$ cat config.mk
export PLATFORM = sky130hd
export DESIGN_NAME = apb_ucpd_rx_ordset
export DESIGN_NICKNAME = d
export VERILOG_FILES = /design/src/rtl/apb_ucpd_rx_ordset_pkg.sv /design/src/rtl/apb_ucpd_ordset_match.sv /design/src/rtl/apb_ucpd_rx_ordset.sv
export SDC_FILE = /design/constraint.sdc
export NUM_CORES = 1
export LEC_CHECK = 0
export CAP_MARGIN = 20
export CORE_UTILIZATION = 59
export DETAILED_ROUTE_END_ITERATION = 10
export GPL_TIMING_DRIVEN = 0
export PLACE_DENSITY = 0.83
export SYNTH_ARGS = -nofsm -noshare
export SYNTH_HDL_FRONTEND = slang
export SYNTH_SLANG_ARGS = --single-unit
$ cat constraint.sdc
create_clock -name ic_clk -period 4.46 [get_ports ic_clk]
set_clock_uncertainty 0.2 [all_clocks]
set_input_delay 0.892 -clock ic_clk [delete_from_list [all_inputs] [get_ports ic_clk]]
set_output_delay 0.892 -clock ic_clk [all_outputs]
set_load 0.02 [all_outputs]
$ cat src/rtl/apb_ucpd_rx_ordset_pkg.sv
// Shared constants for the UCPD receive ordered-set detector: K-codes, set encodings,
// FSM states and the K-code pattern table used by the matcher.
package apb_ucpd_rx_ordset_pkg;

    localparam logic [4:0] K_SYNC1 = 5'b11000;
    localparam logic [4:0] K_SYNC2 = 5'b10001;
    localparam logic [4:0] K_SYNC3 = 5'b00110;
    localparam logic [4:0] K_RST1  = 5'b00111;
    localparam logic [4:0] K_RST2  = 5'b11001;
    localparam logic [4:0] K_EOP   = 5'b01101;

    localparam int unsigned PRE_MIN_BITS_DEF = 16;

    typedef enum logic [2:0] {
        OS_SOP        = 3'd0,
        OS_SOP_P      = 3'd1,
        OS_SOP_PP     = 3'd2,
        OS_SOP_P_DBG  = 3'd3,
        OS_SOP_PP_DBG = 3'd4,
        OS_HRST       = 3'd5,
        OS_CRST       = 3'd6,
        OS_NONE       = 3'd7
    } ordset_t;

    typedef enum logic [2:0] {
        S_IDLE,
        S_PRE,
        S_SOP,
        S_DATA,
        S_DONE
    } state_t;

    // Word layout {k3,k2,k1,k0}: the first received K-code sits in the low 5 bits.
    function automatic logic [19:0] ordset_pattern(input logic [2:0] kind);
        logic [19:0] p;
        case (kind)
            3'd0:    p = {K_SYNC2, K_SYNC1, K_SYNC1, K_SYNC1};
            3'd1:    p = {K_SYNC3, K_SYNC3, K_SYNC1, K_SYNC1};
            3'd2:    p = {K_SYNC3, K_SYNC1, K_SYNC3, K_SYNC1};
            3'd3:    p = {K_SYNC3, K_RST2,  K_RST2,  K_SYNC1};
            3'd4:    p = {K_SYNC2, K_SYNC3, K_RST2,  K_SYNC1};
            3'd5:    p = {K_RST2,  K_RST1,  K_RST1,  K_RST1};
            3'd6:    p = {K_SYNC3, K_RST1,  K_SYNC1, K_RST1};
            default: p = '0;
        endcase
        return p;
    endfunction

    function automatic logic [2:0] kcode_hits(input logic [19:0] a, input logic [19:0] b);
        logic [2:0] n;
        n = '0;
        for (int unsigned j = 0; j < 4; j++) begin
            if (a[5*j +: 5] == b[5*j +: 5]) n = n + 3'd1;
        end
        return n;
    endfunction

endpackage

$ cat src/rtl/apb_ucpd_ordset_match.sv
// Combinational ordered-set classifier: 3-of-4 K-code match, lowest encoding wins.
// Build option UCPD_RX_ORDSET_STRICT_EN requires all four K-codes to match.
module apb_ucpd_ordset_match
    import apb_ucpd_rx_ordset_pkg::*;
(
    input  logic [19:0] ordset_word,
    output logic [2:0]  kind,
    output logic        match
);

`ifdef UCPD_RX_ORDSET_STRICT_EN
    localparam logic [2:0] MIN_HITS = 3'd4;
`else
    localparam logic [2:0] MIN_HITS = 3'd3;
`endif

    // Scan from the highest encoding down so the lowest matching one is left in place.
    always_comb begin
        match = 1'b0;
        kind  = OS_NONE;
        for (int unsigned i = 0; i < 7; i++) begin
            if (kcode_hits(ordset_word, ordset_pattern(3'(6 - i))) >= MIN_HITS) begin
                match = 1'b1;
                kind  = 3'(6 - i);
            end
        end
    end

endmodule

$ cat src/rtl/apb_ucpd_rx_ordset.sv
// UCPD RX ordered-set detector: preamble end, SOP/reset set matching, payload symbol slicing.
// Build option UCPD_RX_ORDSET_STRICT_EN selects 4-of-4 set matching in the matcher.
module apb_ucpd_rx_ordset
    import apb_ucpd_rx_ordset_pkg::*;
#(
    parameter int unsigned PRE_MIN_BITS = PRE_MIN_BITS_DEF
) (
    input  logic       ic_clk,
    input  logic       ic_rst_n,
    input  logic       ucpden,
    input  logic       rx_pre_en,
    input  logic       rx_sop_en,
    input  logic       rx_data_en,
    input  logic       rx_bit_vld,
    input  logic       rx_bit,
    output logic       rx_pre_cmplt,
    output logic       rx_sop_cmplt,
    output logic [2:0] rx_ordset,
    output logic       hrst_vld,
    output logic       crst_vld,
    output logic       eop_ok,
    output logic       rx_ordset_err,
    output logic       rx_sym_vld,
    output logic [4:0] rx_sym
);

    localparam logic [6:0] PRE_MIN = 7'(PRE_MIN_BITS);

    state_t      state, state_nxt;
    logic [6:0]  alt, alt_nxt;
    logic        prv, prv_nxt;
    logic [4:0]  cnt, cnt_nxt;
    logic [19:0] sh, sh_nxt;

    logic        pre_cmplt_nxt, sop_cmplt_nxt, hrst_nxt, crst_nxt;
    logic        eop_nxt, err_nxt, sym_vld_nxt;
    logic [2:0]  ordset_nxt;
    logic [4:0]  sym_nxt;

    logic        en_any, pre_break, set_full, sym_full;
    logic [19:0] shifted;
    logic [4:0]  sym_word;
    logic [2:0]  match_kind;
    logic        match_hit;

    // One shift register serves both the 20-bit set and the 5-bit payload symbols;
    // the newest five bits always sit at the top.
    assign en_any    = rx_pre_en | rx_sop_en | rx_data_en;
    assign shifted   = {rx_bit, sh[19:1]};
    assign sym_word  = shifted[19:15];
    assign pre_break = (state == S_PRE) && rx_bit_vld && (alt != '0) && (rx_bit == prv)
                       && !rx_bit && (alt >= PRE_MIN);
    assign set_full  = (state == S_SOP) && rx_bit_vld && (cnt == 5'd19);
    assign sym_full  = (state == S_DATA) && rx_bit_vld && (cnt == 5'd4);

    apb_ucpd_ordset_match u_match (
        .ordset_word (shifted),
        .kind        (match_kind),
        .match       (match_hit)
    );

    always_ff @(posedge ic_clk) begin
        if (!ic_rst_n || !ucpden) begin
            state         <= S_IDLE;
            alt           <= '0;
            prv           <= 1'b0;
            cnt           <= '0;
            sh            <= '0;
            rx_pre_cmplt  <= 1'b0;
            rx_sop_cmplt  <= 1'b0;
            rx_ordset     <= OS_NONE;
            hrst_vld      <= 1'b0;
            crst_vld      <= 1'b0;
            eop_ok        <= 1'b0;
            rx_ordset_err <= 1'b0;
            rx_sym_vld    <= 1'b0;
            rx_sym        <= '0;
        end else begin
            state         <= state_nxt;
            alt           <= alt_nxt;
            prv           <= prv_nxt;
            cnt           <= cnt_nxt;
            sh            <= sh_nxt;
            rx_pre_cmplt  <= pre_cmplt_nxt;
            rx_sop_cmplt  <= sop_cmplt_nxt;
            rx_ordset     <= ordset_nxt;
            hrst_vld      <= hrst_nxt;
            crst_vld      <= crst_nxt;
            eop_ok        <= eop_nxt;
            rx_ordset_err <= err_nxt;
            rx_sym_vld    <= sym_vld_nxt;
            rx_sym        <= sym_nxt;
        end
    end

    always_comb begin
        state_nxt = state;
        alt_nxt   = alt;
        prv_nxt   = prv;
        cnt_nxt   = cnt;
        sh_nxt    = sh;
        if (!en_any) begin
            state_nxt = S_IDLE;
            alt_nxt   = '0;
            prv_nxt   = 1'b0;
            cnt_nxt   = '0;
            sh_nxt    = '0;
        end else begin
            case (state)
                S_IDLE: begin
                    if (rx_pre_en) begin
                        state_nxt = S_PRE;
                        alt_nxt   = '0;
                        cnt_nxt   = '0;
                    end
                end
                S_PRE: begin
                    if (rx_bit_vld) begin
                        prv_nxt = rx_bit;
                        if (alt == '0) begin
                            alt_nxt = 7'd1;
                        end else if (rx_bit != prv) begin
                            alt_nxt = (alt == '1) ? alt : alt + 7'd1;
                        end else if (pre_break) begin
                            // The two zeros that broke the preamble open Sync-1.
                            state_nxt = S_SOP;
                            alt_nxt   = '0;
                            cnt_nxt   = 5'd2;
                            sh_nxt    = '0;
                        end else begin
                            alt_nxt = 7'd1;
                        end
                    end
                end
                S_SOP: begin
                    if (rx_bit_vld) begin
                        sh_nxt = shifted;
                        if (cnt == 5'd19) begin
                            cnt_nxt   = '0;
                            state_nxt = (match_hit && match_kind < OS_HRST) ? S_DATA : S_DONE;
                        end else begin
                            cnt_nxt = cnt + 5'd1;
                        end
                    end
                end
                S_DATA: begin
                    if (rx_bit_vld) begin
                        sh_nxt = shifted;
                        if (cnt == 5'd4) begin
                            cnt_nxt = '0;
                            if (sym_word == K_EOP) state_nxt = S_DONE;
                        end else begin
                            cnt_nxt = cnt + 5'd1;
                        end
                    end
                end
                default: ;
            endcase
        end
    end

    always_comb begin
        pre_cmplt_nxt = 1'b0;
        sop_cmplt_nxt = 1'b0;
        hrst_nxt      = 1'b0;
        crst_nxt      = 1'b0;
        eop_nxt       = 1'b0;
        err_nxt       = 1'b0;
        sym_vld_nxt   = 1'b0;
        ordset_nxt    = rx_ordset;
        sym_nxt       = rx_sym;
        if (en_any) begin
            pre_cmplt_nxt = pre_break;
            if (set_full) begin
                if (match_hit) begin
                    ordset_nxt = match_kind;
                    if (match_kind == OS_HRST) begin
                        hrst_nxt = 1'b1;
                        eop_nxt  = 1'b1;
                    end else if (match_kind == OS_CRST) begin
                        crst_nxt = 1'b1;
                        eop_nxt  = 1'b1;
                    end else begin
                        sop_cmplt_nxt = 1'b1;
                    end
                end else begin
                    err_nxt = 1'b1;
                    eop_nxt = 1'b1;
                end
            end
            if (sym_full) begin
                sym_nxt = sym_word;
                if (sym_word == K_EOP) eop_nxt = 1'b1;
                else sym_vld_nxt = 1'b1;
            end
        end
    end

endmodule
==> impl_metrics.env <==
export IMPL_cp_end_kind="register"
export IMPL_fin_util=0.706
export IMPL_final_max_slew_violation_count=0
export IMPL_drc=0
export IMPL_die_y_um=76.6
export IMPL_start_util=0.628
export IMPL_drv_cap=0
export IMPL_postCtsSetupRepairBufs=0
export IMPL_synth_area_sq_um=3290
export IMPL_synth_top_family_by_area="simple AND/OR/NAND/NOR gates"
export IMPL_slowest_stage="dfxtp_1"
export IMPL_insertedDiodeCount=0
export IMPL_synth_flop_cell="dfxtp_1"
export IMPL_hp_start="alt[5]"
export IMPL_critical_path_required_ns=4.47
export IMPL_grt_total_usage=0.258
export IMPL_power_density_nw_per_um2=216
export IMPL_setup_viol=0
export IMPL_yosysWarnings=0
export IMPL_cpPeakStageDelay_ns=0.39
export IMPL_tns_ns=0
export IMPL_holdPathEnd="alt[5]"
export IMPL_worstPathCellList="nor4bb_4 -> nand2_1 -> inv_1 -> ha_1 -> clkbuf_1 -> nor2_1 -> nand2_1 -> nand2_1 -> ha_1 -> nor4_1 -> a31oi_1 -> a31oi_1 -> nand3b_1 -> o31a_1 -> or2_0 -> a21o_1"
export IMPL_synth_most_common_cell="nor2_1"
export IMPL_drtIter0Drc=243
export IMPL_ys_seq_elements=50
export IMPL_synth_fa_ha_area_frac=0.0837
export IMPL_drive_gt1_frac=0.0564
export IMPL_area_growth_synth_to_final_pct=12.4
export IMPL_avgSynthCellArea_sq_um=7.92
export IMPL_grt_pass1_wl_mm=12.3
export IMPL_status="finished, final reports clean"
export IMPL_synth_edf_count=0
export IMPL_synth_area_top_cells="dfxtp_1 30%, ha_1 8.4%, nor2_1 7.0%"
export IMPL_hpwl_mm=5.56
export IMPL_port_buffers=20
export IMPL_synth_compound_area_frac=0.176
export IMPL_regArea_sq_um=1000
export IMPL_grt_pass1_vias=2693
export IMPL_reg2reg_depth=16
export IMPL_via_per_inst=6.00
export IMPL_yosys_area_top_type_share=0.305
export IMPL_postSynthCellCount=415
export IMPL_maxSlewHeadroom=0.430
export IMPL_htreeDepth=2
export IMPL_multi_input_area_sq_um=2130
export IMPL_place_inst=505
export IMPL_power_leakage_nw=1.46
export IMPL_min_path_type="reg -> reg"
export IMPL_place_area_sq_um=3570
export IMPL_p_sw_frac=0.213
export IMPL_p_int_uw=630
export IMPL_postCtsHoldBufs=0
export IMPL_cts_tree="built"
export IMPL_wirelength_mm=7.33
export IMPL_syn_nets=445
export IMPL_setup_slack_ns=0.374
export IMPL_cts_root_buf="clkbuf_8"
export IMPL_rows=26
export IMPL_pwr_share_seq=0.561
export IMPL_grt_ovfl_total=0
export IMPL_reg2reg_slack_ns=0.37
export IMPL_crit_top_cell="nand2_1"
export IMPL_synthSimpleGateAreaFrac=0.316
export IMPL_cp_start_kind="register"
export IMPL_power_frac_comb=0.046
export IMPL_worst_path_dominant_cell_family="simple AND/OR/NAND/NOR gates"
export IMPL_final_antenna_net_count=0
export IMPL_yosysTopAreaCell="dfxtp_1"
export IMPL_hold_viol=0
export IMPL_path_buf_inv=2
export IMPL_synthXorXnorAreaFrac=0.0320
export IMPL_post_place_ws_ns=0.258
export IMPL_dr_total_vias=3077
export IMPL_ctsResizeCount=0
export IMPL_die_area_sq_um=5870
export IMPL_dr_pass1_iters=5
export IMPL_max_freq_ghz=0.245
export IMPL_synth_cell_type_count=60
export IMPL_num_io_pins=23
export IMPL_synth_yosys_seq_area_share=0.305
export IMPL_nets=472
export IMPL_r2r_start="sh[9]"
export IMPL_cts_sinks=50
export IMPL_irDropWorstVdd_mv=0.160
export IMPL_final_cell_area_sq_um=3700
export IMPL_rsz0062_at_grt="false"
export IMPL_p_total_uw=800
export IMPL_insertion_delay_ns=0.31
export IMPL_wire_per_inst_um=14.3
export IMPL_hold_depth=2
export IMPL_grt_max_degree=15
export IMPL_fp_dieW_um=76.6
export IMPL_rr_endpoint="rx_ordset[2]"
export IMPL_power_frac_clock=0.393
export IMPL_gp_congestion=0.861
export IMPL_synth_common_cells="61 x nor2_1, 50 x dfxtp_1, 33 x a21oi_1"
export IMPL_criticalPathCategory="reg -> reg"
export IMPL_ys_async_sr_fraction=0
export IMPL_crit_fanout=9
export IMPL_finalCritPeriodShare=0.916
export IMPL_fill_cells=439
export IMPL_whs_ns=0.312
export IMPL_worstMarginPinSlew_ns=0.853
export IMPL_period_needed_ns=4.09
export IMPL_power_switching_uw=170
export IMPL_clk_pin_slew_ns=0.09
export IMPL_ctsLongestPathBuffers=2
export IMPL_crit_arrival_ns=4.10
export IMPL_numCtsBuffers=5
export IMPL_antenna_found_initial=0
export IMPL_finalNonFillerCells=513
export IMPL_coreArea_sq_um=5240
export IMPL_synth_area_mux_share=0.0369
export IMPL_crit_cells=16
-- power groups by stage --
stage	Combinational, mW	Sequential, mW	Clock [mW]
floorplan	0.0250	0.459	0
global placement	0.0358	0.459	0
detailed placement	0.0365	0.459	0
CTS	0.0367	0.449	0.323
global route	0.0405	0.449	0.346
finish	0.0367	0.449	0.315
-- kinds of logic (layout without fill, tap and decap cells) --
| family | Yosys count | count (layout) |
|---|---|---|
| AOI/OAI and AO/OA | 89 | 89 |
| xor gates and xnor gates | 12 | 12 |
| adders and majority gates | 22 | 22 |
| buffers and inverters | 42 | 70 |
| DFF | 50 | 50 |
| muxes | 12 | 12 |
| and+or+nand+nor | 188 | 188 |
-- cell type report --
type	instances	share of cell area
Multi-Input combinational cell	323	0.577
Sequential cell	50	0.271
Timing Repair Buffer	20	0.0542
Tap cell	70	0.0237
Buffer	20	0.0230
Inverter	22	0.0223
Clock buffer	7	0.0206
Clock inverter	1	0.00812
-- layer usage --
| metal | vias up | GRT usage | routed length [um] |
|---|---|---|---|
| met5 | - | 0 | 0 |
| met1 | 1445 | 0.357 | 3560 |
| met2 | 79 | 0.402 | 3350 |
| li1 | 1542 | - | - |
| met3 | 11 | 0.0419 | 299 |
| met4 | 0 | 0.0942 | 118 |
-- how the worst max path moves through the flow --
stage / start / endpoint / slack (ns)
after floorplan: sh[9] / rx_ordset[2] / 0.77
after global placement: sh[9] / rx_ordset[2] / 0.33
after detailed placement: sh[9] / rx_ordset[2] / 0.26
after CTS: sh[9] / rx_ordset[2] / 0.25
after global routing: sh[9] / rx_ordset[2] / 0.04
final: sh[9] / rx_ordset[2] / 0.37
-- cell usage in the layout (no fill, tap or decap), drive strengths merged, types with 3 or more instances in the layout --
master	instances
nor2	62
dfxtp	50
a21oi	33
nand2	28
clkbuf	23
ha	22
inv	22
and3	20
clkdlybuf4s50	20
o21ai	14
nand4	11
nor3	11
mux2i	11
xor2	8
or3	8
o211ai	7
a31oi	7
nand3	7
o21a	6
nand2b	5
nand4bb	5
nor2b	4
a21o	4
nor4	4
xnor2	4
buf	4
nand3b	3
nor3b	3
-- sequential cells by signal, indices dropped and copies added, names as in the netlist, 3 cells and up --
signal and cells:
sh 19, alt 7, cnt 5, rx_sym 5, rx_ordset 3, state 3
-- worst min-delay path, cell delays in order, from the launching register on --
cell and delay (ns):
dfxtp_1 0.33, o21ai_0 0.08, a21oi_1 0.06
No activity file was read; power rests on OpenSTA's default activity.
